[config.mk]
export PLATFORM = sky130hd
export DESIGN_NAME = dmem_arbiter
export DESIGN_NICKNAME = d
export VERILOG_FILES = /design/src/rtl/dmem_arbiter.sv
export SDC_FILE = /design/constraint.sdc
export NUM_CORES = 1
export LEC_CHECK = 0
export CORE_AREA = 2 2 118 120
export DETAILED_ROUTE_END_ITERATION = 16
export DIE_AREA = 0 0 120 122
export GPL_TIMING_DRIVEN = 0
export PLACE_DENSITY = 0.67
export SKIP_CTS_REPAIR_TIMING = 1
export SLEW_MARGIN = 10
export SYNTH_ARGS = -nofsm -noshare
export SYNTH_HDL_FRONTEND = slang
export SYNTH_SLANG_ARGS = --single-unit
[constraint.sdc]
create_clock -name clk -period 2.25 [get_ports clk]
set_input_delay 0.3375 -clock clk [delete_from_list [all_inputs] [get_ports clk]]
set_output_delay 0.3375 -clock clk [all_outputs]
set_load 0.02 [all_outputs]
[src/rtl/dmem_arbiter.sv]
// Data-memory arbiter: the CPU MEM stage and an external burst master share one memory port.
// Optional alignment checking is enabled by defining DMEM_ARB_ALIGN_CHK_EN.
module dmem_arbiter #(
  parameter int STARVE_LIMIT = 4
) (
  input  logic        clk,
  input  logic        reset,
  input  logic        cpu_rd,
  input  logic        cpu_wr,
  input  logic [31:0] cpu_addr,
  input  logic [31:0] cpu_wdata,
  output logic [31:0] cpu_rdata,
  output logic        cpu_stall,
  input  logic        ext_req,
  input  logic        ext_we,
  input  logic [31:0] ext_addr,
  input  logic [3:0]  ext_len,
  input  logic [31:0] ext_wdata,
  output logic        ext_gnt,
  output logic        ext_beat,
  output logic        ext_rvalid,
  output logic [31:0] ext_rdata,
  output logic        ext_done,
  output logic [31:0] mem_addr,
  output logic [31:0] mem_wdata,
  output logic        mem_read,
  output logic        mem_write,
  input  logic [31:0] mem_rdata
`ifdef DMEM_ARB_ALIGN_CHK_EN
  ,
  output logic        align_err
`endif
);

  localparam int WW = $clog2(STARVE_LIMIT + 2);
  localparam logic [WW-1:0] LIMIT = WW'(STARVE_LIMIT);

  typedef enum logic {IDLE, EXT_BUSY} state_t;

  state_t        state, state_next;
  logic [WW-1:0] wait_cnt;
  logic [3:0]    beat_idx;
  logic [3:0]    len_l;
  logic [31:0]   base;
  logic          we_l;
  logic          cpu_req;
  logic          busy;
  logic          ext_win;
  logic          last_beat;
  logic          cpu_mis;
  logic          ext_mis;
  logic [31:0]   beat_addr;

  assign cpu_req   = cpu_rd | cpu_wr;
  assign busy      = (state == EXT_BUSY);
  assign last_beat = (beat_idx == len_l);
  // The external master wins when the CPU is quiet or it has lost too often.
  assign ext_win   = reset & ~busy & ext_req & (~cpu_req | (wait_cnt >= LIMIT));
  assign beat_addr = (base + {26'd0, beat_idx, 2'b00}) & 32'h0000_007F;

`ifdef DMEM_ARB_ALIGN_CHK_EN
  assign cpu_mis = (cpu_addr[1:0] != 2'b00);
  assign ext_mis = (base[1:0] != 2'b00);
`else
  assign cpu_mis = 1'b0;
  assign ext_mis = 1'b0;
`endif

  always_comb begin
    state_next = state;
    ext_gnt    = 1'b0;
    ext_beat   = 1'b0;
    cpu_stall  = 1'b0;
    mem_addr   = cpu_addr;
    mem_wdata  = cpu_wdata;
    mem_read   = 1'b0;
    mem_write  = 1'b0;
    cpu_rdata  = mem_rdata;
    case (state)
      IDLE: begin
        if (ext_win) begin
          ext_gnt    = 1'b1;
          cpu_stall  = cpu_req;
          state_next = EXT_BUSY;
        end else begin
          mem_read  = cpu_rd;
          mem_write = cpu_wr & ~cpu_mis;
        end
      end
      EXT_BUSY: begin
        ext_beat  = 1'b1;
        cpu_stall = cpu_req;
        mem_addr  = beat_addr;
        mem_wdata = ext_wdata;
        mem_write = we_l & ~ext_mis;
        mem_read  = ~we_l;
        if (last_beat) state_next = IDLE;
      end
      default: state_next = IDLE;
    endcase
    // Memory strobes and handshakes stay quiet for the whole reset interval.
    if (!reset) begin
      ext_gnt   = 1'b0;
      ext_beat  = 1'b0;
      cpu_stall = 1'b0;
      mem_read  = 1'b0;
      mem_write = 1'b0;
    end
  end

  always_ff @(posedge clk or negedge reset) begin
    if (!reset) begin
      state      <= IDLE;
      wait_cnt   <= '0;
      beat_idx   <= 4'd0;
      len_l      <= 4'd0;
      base       <= 32'd0;
      we_l       <= 1'b0;
      ext_rvalid <= 1'b0;
      ext_done   <= 1'b0;
      ext_rdata  <= 32'd0;
    end else begin
      state      <= state_next;
      ext_rvalid <= busy & ~we_l;
      ext_done   <= busy & last_beat;
      if (busy && !we_l) ext_rdata <= mem_rdata;
      if (ext_win) begin
        base     <= ext_addr;
        we_l     <= ext_we;
        len_l    <= ext_len;
        beat_idx <= 4'd0;
        wait_cnt <= '0;
      end else if (!busy && ext_req && wait_cnt != LIMIT) begin
        wait_cnt <= wait_cnt + 1'b1;
      end
      if (busy) beat_idx <= beat_idx + 4'd1;
    end
  end

`ifdef DMEM_ARB_ALIGN_CHK_EN
  always_ff @(posedge clk or negedge reset) begin
    if (!reset) begin
      align_err <= 1'b0;
    end else if ((~busy & ~ext_win & cpu_req & cpu_mis) | (busy & ext_mis)) begin
      align_err <= 1'b1;
    end
  end
`endif

endmodule

Yosys cells after proc, flatten, opt, wreduce, memory -nomap -nowiden --
Cells that the tools add are included.
Cells by class: $add $sub $neg 3, $lt $le $gt $ge 1, equal/unequal tests 2, muxes and demuxes 22, bitwise logic cells 10, reduce and logical (&&, ||, !) cells 7
Operator list (number):
- $mux W32 | 2
- $mux W1 | 12
- $mux W4 | 2
- $pmux W1 S2 | 4
- $add A7 B6 Y7 | 1
- $mux W3 | 2
- $and A1 B1 Y1 | 5
- $add A4 B1 Y4 const B | 1
- $eq A4 B4 Y1 | 1
- $reduce_bool A2 Y1 | 2
- $add A3 B1 Y3 const B | 1
- $ge A3 B3 Y1 const B | 1
- $logic_and A1 B1 Y1 | 3
- $ne A3 B3 Y1 const B | 1
- $not A1 Y1 | 3
- $logic_not A1 Y1 | 2
- $or A1 B1 Y1 | 2
Word-level totals: register bits after elaboration 54, bits of input ports 170, output and inout bits 135, logic and storage cells 54

Logic depth before layout (Yosys ltp) --
word-level depth 7, mapped depth 7, depth with buffers taken out 7

Worst setup path before layout --
No wires, ideal clock.
path type reg-to-output, start register beat_idx[0], end output port mem_addr[6], arrival 1.846 ns, data required time 1.913 ns, slack 0.067 ns, stages on the path, launching flop included 8, path buffers 0, path through dfrtp_1 > ha_1 > inv_1 > fa_1 > nor2b_1 > o21a_1 > nor3_1 > o31ai_1
Between the ends: cells in the longest elaborated chain, start to end 2
RTL lines:
- from (decl) | line 42 | logic [3:0] beat_idx;
- from (signal assigned) | line 136 | if (busy) beat_idx <= beat_idx + 4'd1;
- $add A7 B6 Y7 | line 59 | assign beat_addr = (base + {26'd0, beat_idx, 2'b00}) & 32'h0000_007F;
- $mux W32 | line 79 | case (state)
- to (decl) | line 24 | output logic [31:0] mem_addr,
Every way passes these cells.

Worst setup path after layout --
Same ends and word-level chain as after synthesis.

==> out/metrics.cfg <==
[power]
powerDensity_mw_per_mm2 = 1127
p_seq_share_pct = 23.7
share_clk_of_total_power_pct = 11.9
static-leakage-power_uw = 0.003242
swShare_pct = 39.44
net-switching-power_uw = 2930
combinationalPowerShare_pct = 64.4
power.internal_uw = 4500
peakVddDrop_mv = 0.4696

[sta]
clock_skew_ns = 0.003784
finalHoldViolCount = 0
slew_headroom_pct = 64.14
postLayoutSetupSlackWorst_ns = -0.1636
grt_setup_unrepaired = yes
min_period_ns = 2.414
number_of_slew_limit_violations_in_the_final_report = 0
max_freq_mhz = 414.3
post-route-period-util_pct = 107.3
setup_viol_count_final = 1
max_slew.worst_pin.slew_ns = 0.5379

[clock_network]
cts_made_buffers = 5
h_tree_depth = 2
clk-insertion-delay-late_ns = 0.29
tritoncts = built
clkSinkCount = 54
clk_root_buffer_cell = sky130_fd_sc_hd__clkbuf_16
clockBufferDepth = 2
clkSlewWorstSetupHoldPaths_ns = 0.07

[floorplan]
die_height_um = 122
design.die.area_mm2 = 0.01464
floorplan.rows = 43
initial_core_util_pct = 23.95
floorplan_core_area_mm2 = 0.01350
ios = 305
die_width_um = 120

[logic_synthesis]
syn_area_mm2 = 0.003234
synth_nets = 472
ys_warn_count = 0
netlist_top_cells_area = sky130_fd_sc_hd__dfrtp_1 42%, sky130_fd_sc_hd__mux2_2 23%, sky130_fd_sc_hd__buf_4 7.7%
synthDistinctLibCells = 33
synthCells = 294
synth-seq-cells = 54
synth.top_cell.area_share_pct = 41.78
syn-mean-instance-area_um2 = 11.00
synth.yosys.seq_area_share_pct = 41.78
largest_area_contributor_in_the_synthesized_netlist = sky130_fd_sc_hd__dfrtp_1

[layout]
layout.cells.most_common_list = 223 x sky130_fd_sc_hd__clkdlybuf4s50_1, 66 x sky130_fd_sc_hd__mux2_2, 52 x sky130_fd_sc_hd__dfrtp_1
multi_input_comb_area_mm2 = 0.001526
layout_commonest_cell = sky130_fd_sc_hd__clkdlybuf4s50_1
fillCellCount = 1249
fraction_of_final_layout_cells_sized_beyond_drive_strength_1_pct = 23.76
layout.nets = 763
seqCellArea_mm2 = 0.001354
syn2layout_area_growth_pct = 103.8
insertedDiodeCount = 0
final-instance-count-excl-fill = 765
final_core_utilization_pct = 48.80

[routing]
routed_length_per_placed_instance_um = 15.04
drt-vias-per-instance = 4.163
drtIter0Drc = 85
finalWirelength_um = 11510
first_pass_iteration_count_of_the_detailed_router = 4
routed-via-count = 3185
antenna_left = 0
route.detailed.drc = 0

[place]
numPlacedInstances = 753
dp_hpwl_um = 9294
place.gp.congestion = 0.8177
place.port_buffers = 279

[job]
max_cap_viols = 0

[global_route]
grt.total_usage_pct = 14.14
grt_overflow = 0
grt_first_pass_wirelength_um = 16410
pin_count_of_the_biggest_net_entering_global_routing = 59
antenna_found_initial = 0
first_global_vias = 3228

[worst_setup_path]
critPathSlowestCell = sky130_fd_sc_hd__dfrtp_2
timing.critical_path.max_delay_family = adder cells
cpPeakStageDelay_ns = 0.40
cp.arrival_ns = 2.08
critical_path.cell_chain = ha_2 > inv_1 > fa_2 > nor2b_2 > o21a_1 > nor3_1 > o31ai_2 > buf_4
worst_ep_required_time_ns = 1.91
path_class = flop to primary output
type_of_element_capturing_the_critical_path = primary output
number_of_cells_on_the_worst_reg_to_reg_path = 5
worst-path-max-fanout = 4
startpoint_type = flop
cp_num_cells = 8
critical_path.n_buffers_inverters = 2

[outcome]
violations = negative setup slack
status = finished with violations

[worst_hold_path]
hold_path.class = input port to asynchronous set/reset pin

worst register-to-register path, stage by stage, from the launching register on:
cell                      delay [ns]
sky130_fd_sc_hd__dfrtp_1        0.34
sky130_fd_sc_hd__buf_6          0.15
sky130_fd_sc_hd__inv_4          0.09
sky130_fd_sc_hd__nor2_8         0.20
sky130_fd_sc_hd__buf_6          0.19
sky130_fd_sc_hd__mux2_2         0.34
cells in the mapped netlist, drive strengths merged:
master  number
mux2        69
dfrtp       54
nand2       43
buf         42
nor2b       28
inv          8
ha           7
xor2         6
nor2         5
o21ai        4
a21oi        3
clkbuf       3
nand3        3
o21a         3
xnor2        3
and2         2
o31ai        2
a21o         1
a31oi        1
and3         1
fa           1
mux2i        1
nand4        1
nor3         1
nor4         1
o211ai       1
power groups by stage:
stage,Combinational [uW],Clock (uW),Sequential (uW)
floorplan,2340,0,2130
global placement,4780,0,1770
detailed placement,4850,0,1790
CTS,4870,907,1770
global route,5110,947,1820
finish,4780,883,1760
flip-flops by register name (all words and copies together), names as in the netlist:
name        count
len_l           4
ext_rdata      32
we_l            1
ext_rvalid      1
wait_cnt        3
busy            1
base            7
ext_done        1
beat_idx        4
metal layers:
layer / GRT usage [%] / vias to the layer above / part of all wire (%)
met5: 0 / - / 0
met4: 2.868 / 0 / 1.0
met3: 3.605 / 10 / 8.2
met2: 28.52 / 147 / 55
met1: 14.57 / 1495 / 36
li1: - / 1533 / -
final timing paths:
path	start	to	slack, ns
min in group clk	base[5]	base[5]	0.48
max in group asynchronous	reset	beat_idx[1]	1.83
setup / recovery	beat_idx[0]	mem_addr[6]	-0.16
hold reg to reg	base[5]	base[5]	0.48
setup reg to reg	busy	ext_rdata[22]	0.83
hold / removal	reset	ext_rdata[19]	0.02
stage by stage:
stage | total power, uW | instance area, um^2 | hold slack, ns | TNS [ns] | setup slack (ns)
CTS | 7548 | 6419 | 0.1446 | -5.573 | -0.8038
finish | 7430 | 6590 | 0.01764 | -0.1636 | -0.1636
floorplan | 4465 | 3234 | 0.04191 | 0 | 0.06691
global placement | 6546 | 6252 | 0.4671 | -98.43 | -2.497
global route | 7871 | 6590 | 0.05278 | -0.2543 | -0.2296
detailed placement | 6640 | 6250 | 0.4599 | -2.307 | -0.4913
area by class of cell:
cell class                      instances  share of cell area, %
Timing Repair Buffer                  284                  44.48
Multi-Input combinational cell        187                  23.16
Sequential cell                        54                  20.54
Buffer                                 45                  5.297
Tap cell                              180                  3.418
Clock buffer                            6                  2.107
Inverter                                8                 0.5316
Clock inverter                          1                 0.4557
kinds of logic after synthesis:
| group | Yosys count | synth area share [%] |
|---|---|---|
| buffers and inverters | 53 | 11.49 |
| AOI/OAI and AO/OA | 15 | 3.327 |
| muxes | 70 | 24.33 |
| DFF | 54 | 41.78 |
| xor gates and xnor gates | 9 | 2.437 |
| and+or+nand+nor | 85 | 13.31 |
| adders and majority gates | 8 | 3.327 |
Note: power is estimated with default switching activity, not from simulation.
